--- src/rtl/core_bus_master_if.sv ---
// -----------------------------------------------------------------------------
// core_bus_master_if
// Avalon-MM master/slave bundle used by core_bus_master.
//   address       byte address (master -> slave)
//   read / write  command strobes (master -> slave)
//   writedata     write data (master -> slave)
//   byteenable    byte lane enables (master -> slave)
//   waitrequest   slave stall; command accepted when low (slave -> master)
//   readdata      read data (slave -> master)
//   readdatavalid readdata qualifier (slave -> master)
//   response      2'b00 = OK, anything else is an error (slave -> master)
// -----------------------------------------------------------------------------
interface core_bus_master_if;
    logic [31:0] address;
    logic        read;
    logic        write;
    logic [31:0] writedata;
    logic [3:0]  byteenable;
    logic        waitrequest;
    logic [31:0] readdata;
    logic        readdatavalid;
    logic [1:0]  response;

    modport master (
        output address, read, write, writedata, byteenable,
        input  waitrequest, readdata, readdatavalid, response
    );

    modport slave (
        input  address, read, write, writedata, byteenable,
        output waitrequest, readdata, readdatavalid, response
    );
endinterface

--- src/rtl/core_bus_master.sv ---
// -----------------------------------------------------------------------------
// core_bus_master
// Bridges a simple pulse-based core request port onto an Avalon-MM master.
// One transaction is in flight at a time; one further request can be queued
// in a single-entry pending buffer and is issued straight after the current
// transaction's DONE cycle. Any further request is dropped and flagged.
//
// Ports
//   clk, rst_n   core clock, asynchronous active-low reset
//   bus_addr     word address of the request
//   bus_start    one-cycle request pulse
//   bus_write    1 = write, 0 = read
//   bus_data_wr  write data
//   bus_data_be  byte enables
//   bus_ready    one-cycle completion pulse
//   bus_data_rd  data of the most recent completed read
//   bus_error    sticky error (dropped request or non-OK response)
//   error_clear  clears bus_error (a simultaneous new error wins)
//   avl          Avalon-MM master side
// -----------------------------------------------------------------------------
module core_bus_master (
    input  logic                     clk,
    input  logic                     rst_n,
    input  logic [29:0]              bus_addr,
    input  logic                     bus_start,
    input  logic                     bus_write,
    input  logic [31:0]              bus_data_wr,
    input  logic [3:0]               bus_data_be,
    output logic                     bus_ready,
    output logic [31:0]              bus_data_rd,
    output logic                     bus_error,
    input  logic                     error_clear,
    core_bus_master_if.master        avl
);

    typedef enum logic [1:0] {
        IDLE   = 2'd0,
        CMD    = 2'd1,
        RDWAIT = 2'd2,
        DONE   = 2'd3
    } state_t;

    state_t      state, state_next;

    // Decoded per-cycle events
    logic        cmd_accept;   // command taken by the slave this edge
    logic        rd_done;      // read data captured this edge
    logic        issue_new;    // issue the request on the core port now
    logic        issue_pend;   // issue the buffered request now
    logic        store_pend;   // park the core request in the buffer
    logic        drop_req;     // buffer full, request lost
    logic        err_set;

    // Direction of the transaction currently on the bus
    logic        cur_write;

    // Single-entry pending buffer
    logic        pend_valid;
    logic        pend_write;
    logic [29:0] pend_addr;
    logic [31:0] pend_wdata;
    logic [3:0]  pend_be;

    // -------------------------------------------------------------------------
    // Next-state and event decode
    // -------------------------------------------------------------------------
    always_comb begin
        // NOTE: every signal written here gets a default first so no path
        // leaves one unassigned, which would otherwise infer a latch.
        state_next = state;
        cmd_accept = 1'b0;
        rd_done    = 1'b0;
        issue_new  = 1'b0;
        issue_pend = 1'b0;
        store_pend = 1'b0;
        drop_req   = 1'b0;
        err_set    = 1'b0;

        case (state)
            IDLE: begin
                if (bus_start) begin
                    issue_new  = 1'b1;
                    state_next = CMD;
                end
            end

            CMD: begin
                if (bus_start) begin
                    drop_req   = pend_valid;
                    store_pend = !pend_valid;
                end
                if (!avl.waitrequest) begin
                    cmd_accept = 1'b1;
                    if (cur_write) begin
                        state_next = DONE;
                        err_set    = (avl.response != 2'b00);
                    end else if (avl.readdatavalid) begin
                        // Data returned in the acceptance cycle itself
                        rd_done    = 1'b1;
                        state_next = DONE;
                    end else begin
                        state_next = RDWAIT;
                    end
                end
            end

            RDWAIT: begin
                if (bus_start) begin
                    drop_req   = pend_valid;
                    store_pend = !pend_valid;
                end
                if (avl.readdatavalid) begin
                    rd_done    = 1'b1;
                    state_next = DONE;
                end
            end

            DONE: begin
                if (pend_valid) begin
                    // Buffer is still occupied during this cycle, so a new
                    // request here has nowhere to go.
                    issue_pend = 1'b1;
                    drop_req   = bus_start;
                    state_next = CMD;
                end else if (bus_start) begin
                    // Equivalent to buffering it and issuing next cycle
                    issue_new  = 1'b1;
                    state_next = CMD;
                end else begin
                    state_next = IDLE;
                end
            end

            default: state_next = IDLE;
        endcase

        if (rd_done && avl.response != 2'b00) err_set = 1'b1;
        if (drop_req)                          err_set = 1'b1;
    end

    // -------------------------------------------------------------------------
    // State register
    // -------------------------------------------------------------------------
    always_ff @(posedge clk or negedge rst_n) begin
        // NOTE: sequential state uses non-blocking assignments so every
        // register samples the pre-edge values regardless of block order.
        if (!rst_n) state <= IDLE;
        else        state <= state_next;
    end

    // -------------------------------------------------------------------------
    // Registered Avalon command, completion, read data, error and buffer flag
    // -------------------------------------------------------------------------
    always_ff @(posedge clk or negedge rst_n) begin
        if (!rst_n) begin
            avl.read       <= 1'b0;
            avl.write      <= 1'b0;
            avl.address    <= '0;
            avl.writedata  <= '0;
            avl.byteenable <= '0;
            cur_write      <= 1'b0;
            bus_ready      <= 1'b0;
            bus_data_rd    <= '0;
            bus_error      <= 1'b0;
            pend_valid     <= 1'b0;
        end else begin
            if (issue_new) begin
                avl.read       <= !bus_write;
                avl.write      <= bus_write;
                avl.address    <= {bus_addr, 2'b00};
                avl.writedata  <= bus_data_wr;
                avl.byteenable <= bus_data_be;
                cur_write      <= bus_write;
            end else if (issue_pend) begin
                avl.read       <= !pend_write;
                avl.write      <= pend_write;
                avl.address    <= {pend_addr, 2'b00};
                avl.writedata  <= pend_wdata;
                avl.byteenable <= pend_be;
                cur_write      <= pend_write;
            end else if (cmd_accept) begin
                // Fields stay put; only the strobes drop
                avl.read       <= 1'b0;
                avl.write      <= 1'b0;
            end

            // DONE never follows itself, so this is a single-cycle pulse
            bus_ready <= (state_next == DONE);

            if (rd_done) bus_data_rd <= avl.readdata;

            if (err_set)          bus_error <= 1'b1;
            else if (error_clear) bus_error <= 1'b0;

            if (store_pend)      pend_valid <= 1'b1;
            else if (issue_pend) pend_valid <= 1'b0;
        end
    end

    // NOTE: buffer payload has no reset; it is only ever read while
    // pend_valid (which is reset) says it holds a captured request.
    always_ff @(posedge clk) begin
        if (store_pend) begin
            pend_write <= bus_write;
            pend_addr  <= bus_addr;
            pend_wdata <= bus_data_wr;
            pend_be    <= bus_data_be;
        end
    end

endmodule

--- src/flat_wrapper.sv ---
// flat-port wrapper written by rule: the top's interface ports become plain ports
module core_bus_master_flat 
  (clk, rst_n, bus_addr, bus_start, bus_write, bus_data_wr, bus_data_be, bus_ready, bus_data_rd, bus_error, error_clear, avl_address, avl_read, avl_write, avl_writedata, avl_byteenable, avl_waitrequest, avl_readdata, avl_readdatavalid, avl_response);
  core_bus_master_if avl_i ();
  input  logic clk;
  input  logic rst_n;
  input  logic [29:0] bus_addr;
  input  logic bus_start;
  input  logic bus_write;
  input  logic [31:0] bus_data_wr;
  input  logic [3:0] bus_data_be;
  output logic bus_ready;
  output logic [31:0] bus_data_rd;
  output logic bus_error;
  input  logic error_clear;
  output wire logic [$bits(avl_i.address)-1:0] avl_address;
  output wire logic [$bits(avl_i.read)-1:0] avl_read;
  output wire logic [$bits(avl_i.write)-1:0] avl_write;
  output wire logic [$bits(avl_i.writedata)-1:0] avl_writedata;
  output wire logic [$bits(avl_i.byteenable)-1:0] avl_byteenable;
  input wire logic [$bits(avl_i.waitrequest)-1:0] avl_waitrequest;
  input wire logic [$bits(avl_i.readdata)-1:0] avl_readdata;
  input wire logic [$bits(avl_i.readdatavalid)-1:0] avl_readdatavalid;
  input wire logic [$bits(avl_i.response)-1:0] avl_response;
  assign avl_address = avl_i.address;
  assign avl_read = avl_i.read;
  assign avl_write = avl_i.write;
  assign avl_writedata = avl_i.writedata;
  assign avl_byteenable = avl_i.byteenable;
  assign avl_i.waitrequest = avl_waitrequest;
  assign avl_i.readdata = avl_readdata;
  assign avl_i.readdatavalid = avl_readdatavalid;
  assign avl_i.response = avl_response;
  core_bus_master u_core (.clk(clk), .rst_n(rst_n), .bus_addr(bus_addr), .bus_start(bus_start), .bus_write(bus_write), .bus_data_wr(bus_data_wr), .bus_data_be(bus_data_be), .bus_ready(bus_ready), .bus_data_rd(bus_data_rd), .bus_error(bus_error), .error_clear(error_clear), .avl(avl_i));
endmodule
--- config.mk ---
export PLATFORM = sky130hd
export DESIGN_NAME = core_bus_master_flat
export DESIGN_NICKNAME = d
export VERILOG_FILES = /design/src/rtl/core_bus_master_if.sv /design/src/rtl/core_bus_master.sv /design/src/flat_wrapper.sv
export SDC_FILE = /design/constraint.sdc
export NUM_CORES = 1
export LEC_CHECK = 0
export BUFFER_PORTS_ARGS = -buffer_cell sky130_fd_sc_hd__buf_2
export CAP_MARGIN = 10
export CORE_MARGIN = 4
export CORE_UTILIZATION = 34
export DETAILED_ROUTE_END_ITERATION = 10
export PLACE_DENSITY = 0.57
export SLEW_MARGIN = 20
export SYNTH_ARGS = -nofsm -noshare
export SYNTH_HDL_FRONTEND = slang
export SYNTH_SLANG_ARGS = --single-unit
export TNS_END_PERCENT = 30
--- constraint.sdc ---
create_clock -name clk -period 4.3 [get_ports clk]
set_input_delay 0.645 -clock clk [delete_from_list [all_inputs] [get_ports clk]]
set_output_delay 0.645 -clock clk [all_outputs]
set_load 0.05 [all_outputs]
==> reports/qor.csv <==
stage,metric,value,unit
routing,via count,4396,
worst_setup_path,"Slowest-stage cell, CP",nor2_4,
clock_tree,clock edge transition at the registers on the reported setup and hold paths,0.06,ns
routing,DRC violations left,0,
timing,worst setup skew after layout,0.01529,ns
global_routing,total grt overflow,0,
synthesis,Ys Warns,0,
floorplanning,Die Y-Extent,149.6,µm
timing,Slew HR,28.50,%
timing,Max Slew Vio Count,0,
floorplanning,Total Die Area,0.02239,mm²
outcome,result of the run,"complete, no violations",
clock_tree,number of setup buffers added after CTS,0,
worst_setup_path,launching point of the worst reg2reg path,u_core.state[1],
global_routing,busiest layer in global routing,met2,
synthesis,Post-synth ARST share,61.27,%
global_routing,first-pass GRT wire length,24080,µm
power,worst IR drop on VDD,0.4216,mV
synthesis,number of synthesized register bits,173,
worst_setup_path,CP Cell Sequence,inv_1 -> ha_1 -> nand2_1 -> nor2_4 -> buf_12,
routing,DR WL/cell,15.80,µm
floorplanning,Initial Utilization,34.81,%
floorplanning,Die Wd,149.6,µm
worst_setup_path,stage delay of the slowest cell on the critical path,0.77,ns
global_routing,met1 track utilization from global routing,16.66,%
floorplanning,io pins,211,
clock_tree,TritonCTS clock tree,built,
worst_setup_path,critical path type,reg -> reg,
global_routing,met3 GRT Util,4.210,%
clock_tree,H-tree lvl count,4,
synthesis,most frequent cells after synthesis,"106 x dfrtp_1, 72 x nor2_1, 69 x a21oi_1",
synthesis,"Distinct cells, synth",32,
worst_setup_path,kind of end point of the critical path,flip-flop,
power,Static Leak,4.172,nW
clock_tree,clock buffers created by TritonCTS,17,
timing,pin slew with the least headroom to its limit,1.067,ns
timing,final setup violation count,0,
clock_tree,clock latency at the later pin of the worst-skew pair,0.42,ns
global_routing,vias in the first global route,4593,
layout,ratio of cells with drive above 1 in the final layout,40.74,%
synthesis,top cell type's share of synthesized area,38.90,%
worst_setup_path,critical path startpoint,u_core.state[1],
placed_design,number of buffers added on ports,208,
synthesis,Post-synth EDFFs,67,
timing,RSZ-0062 raised after global routing,false,
clock_tree,PostCTS Resize Cnt,0,
global_routing,met2 Resource Use GR,23.12,%
layout,# nets final,801,
worst_setup_path,Critical Path RT,4.39,ns
routing,first-pass iteration count of the detailed router,4,
synthesis,most repeated cell in the gate-level netlist after synthesis,dfrtp_1,
worst_hold_path,Tightest Hold Check Type,in -> async,
timing,hold_ws,0.3675,ns
synthesis,combined area of all synthesized cells,0.006819,mm²
timing,Final Hold Viols,0,
synthesis,sequential fraction of the synthesis area,68.40,%
clock_tree,number of buffers inserted by hold repair at cts,0,
synthesis,Post-Syn Instances,482,
global_routing,antenna violations before repair,1,
synthesis,largest cells by area after synthesis,"dfrtp_1 39%, edfxtp_1 30%, mux2i_1 9.8%, a21oi_1 5.1%, mux2_2 4.8%",
worst_setup_path,crit path launch type,flip-flop,
clock_tree,maximum number of buffers from clock root to sink,2,
timing,total negative setup slack,0,ns
routing,Total Routed Length,15300,µm
timing,Highest Clock Rate,391.6,MHz
synthesis,ys flop type,dfrtp_1,
placed_design,final estimated routing congestion in global placement,0.7753,
worst_setup_path,critical path arrival,2.65,ns
timing,final worst path period share,59.38,%
floorplanning,placeable core area,0.01959,mm²
clock_tree,clock sink total,173,
worst_setup_path,Max Fanout on Critical Path,37,
routing,remaining number of nets flagged by the antenna check after routing,0,
floorplanning,standard-cell row count,51,
power,total power per unit cell area,908.2,mW/mm²
layout,area grow syn2layout,27.82,%
routing,number of DRC markers after the initial detailed-route iteration,139,
routing,detailed-route vias per instance,4.541,
flow_run,count of maximum capacitance violations,0,
clock_tree,library cell used as clock root buffer,clkbuf_16,
global_routing,pin count of the biggest net entering global routing,73,
synthesis,mean cell area of the mapped netlist,14.15,µm²
timing,shortest clock period the worst path allows after layout,2.553,ns
placed_design,DP HPWL,10540,µm
synthesis,cell accounting for the most synthesized area,dfrtp_1,
global_routing,overall routing resource usage,13.60,%
[critical path: cells and delay by family, from the launching register on]
kind	cells	cell delay [ns]
adders and majority gates	1	0.39
buffers and inverters	2	0.44
DFF	1	0.45
and+or+nand+nor	2	0.90
[flip-flops by register name, indices dropped and copies added (netlist names)]
| name | cells |
|---|---|
| u_core.pend_be | 4 |
| u_core.avl.address | 30 |
| u_core.avl.write | 1 |
| u_core.bus_ready | 1 |
| u_core.pend_wdata | 32 |
| u_core.pend_valid | 1 |
| u_core.cur_write | 1 |
| u_core.avl.read | 1 |
| u_core.bus_data_rd | 32 |
| u_core.pend_addr | 30 |
| u_core.avl.byteenable | 4 |
| u_core.bus_error | 1 |
| u_core.avl.writedata | 32 |
| u_core.pend_write | 1 |
| u_core.state | 2 |
[cell type report]
class / instances / area, µm²
multi-input combinational: 277 / 1964
sequential: 173 / 4664
fill: 1839 / 10870
inverter: 6 / 22.52
tap: 265 / 331.6
clock buffer: 21 / 514.2
clock inverter: 11 / 115.1
timing repair buffer: 214 / 1101
antenna: 1 / 2.502
[layout by cell type (no fill, tap or decap), types with 20 or more instances in the layout]
master and instances:
buf_2 207, mux2i_1 67, dfrtp_1 106, nor2_1 71, a21oi_1 69, clkbuf_16 20, edfxtp_1 67, mux2_2 29
[kinds of logic after synthesis]
group,count (synthesis),synth area share [%]
fa+ha+maj,5,0.9174
buf+inv,33,3.138
simple gates,90,5.468
other cells,1,0.05499
compound gates,81,6.734
mux,99,15.28
flops,173,68.40
[final timing paths]
check | endpoint | slack (ns) | depth (start not counted)
hold / removal | u_core.bus_data_rd[6] | 0.37 | 1
setup reg to reg | u_core.pend_wdata[7] | 1.75 | 5
hold reg to reg | u_core.bus_data_rd[7] | 0.50 | 1
max in group asynchronous | u_core.avl.address[26] | 2.88 | 2
min in group clk | u_core.pend_wdata[26] | 0.41 | 1
setup / recovery | u_core.pend_wdata[7] | 1.75 | 5
[metal layers]
layer	part of all wire [%]	routed length (µm)
met3	7.6	1157
met1	43	6508
met2	49	7440
met4	1.2	187
met5	0.046	7
[power breakdown]
part,internal [mW],total [mW],switching (mW)
clock network,0.934,1.60,0.661
registers,2.37,2.67,0.296
logic,1.00,3.65,2.65
[per-stage QoR]
step	setup WS, ns	instances	total power, mW	utilization (%)	instance area [µm²]
finish	1.747	968	7.915	44.49	8716
global route	1.630	967	8.351	44.48	8713
CTS	1.743	967	8.027	44.48	8713
detailed placement	1.751	935	6.404	41.27	8084
global placement	1.844	935	6.308	41.27	8084
floorplan	0.09445	483	5.523	-	6823
(Power assumes the default switching activity.)
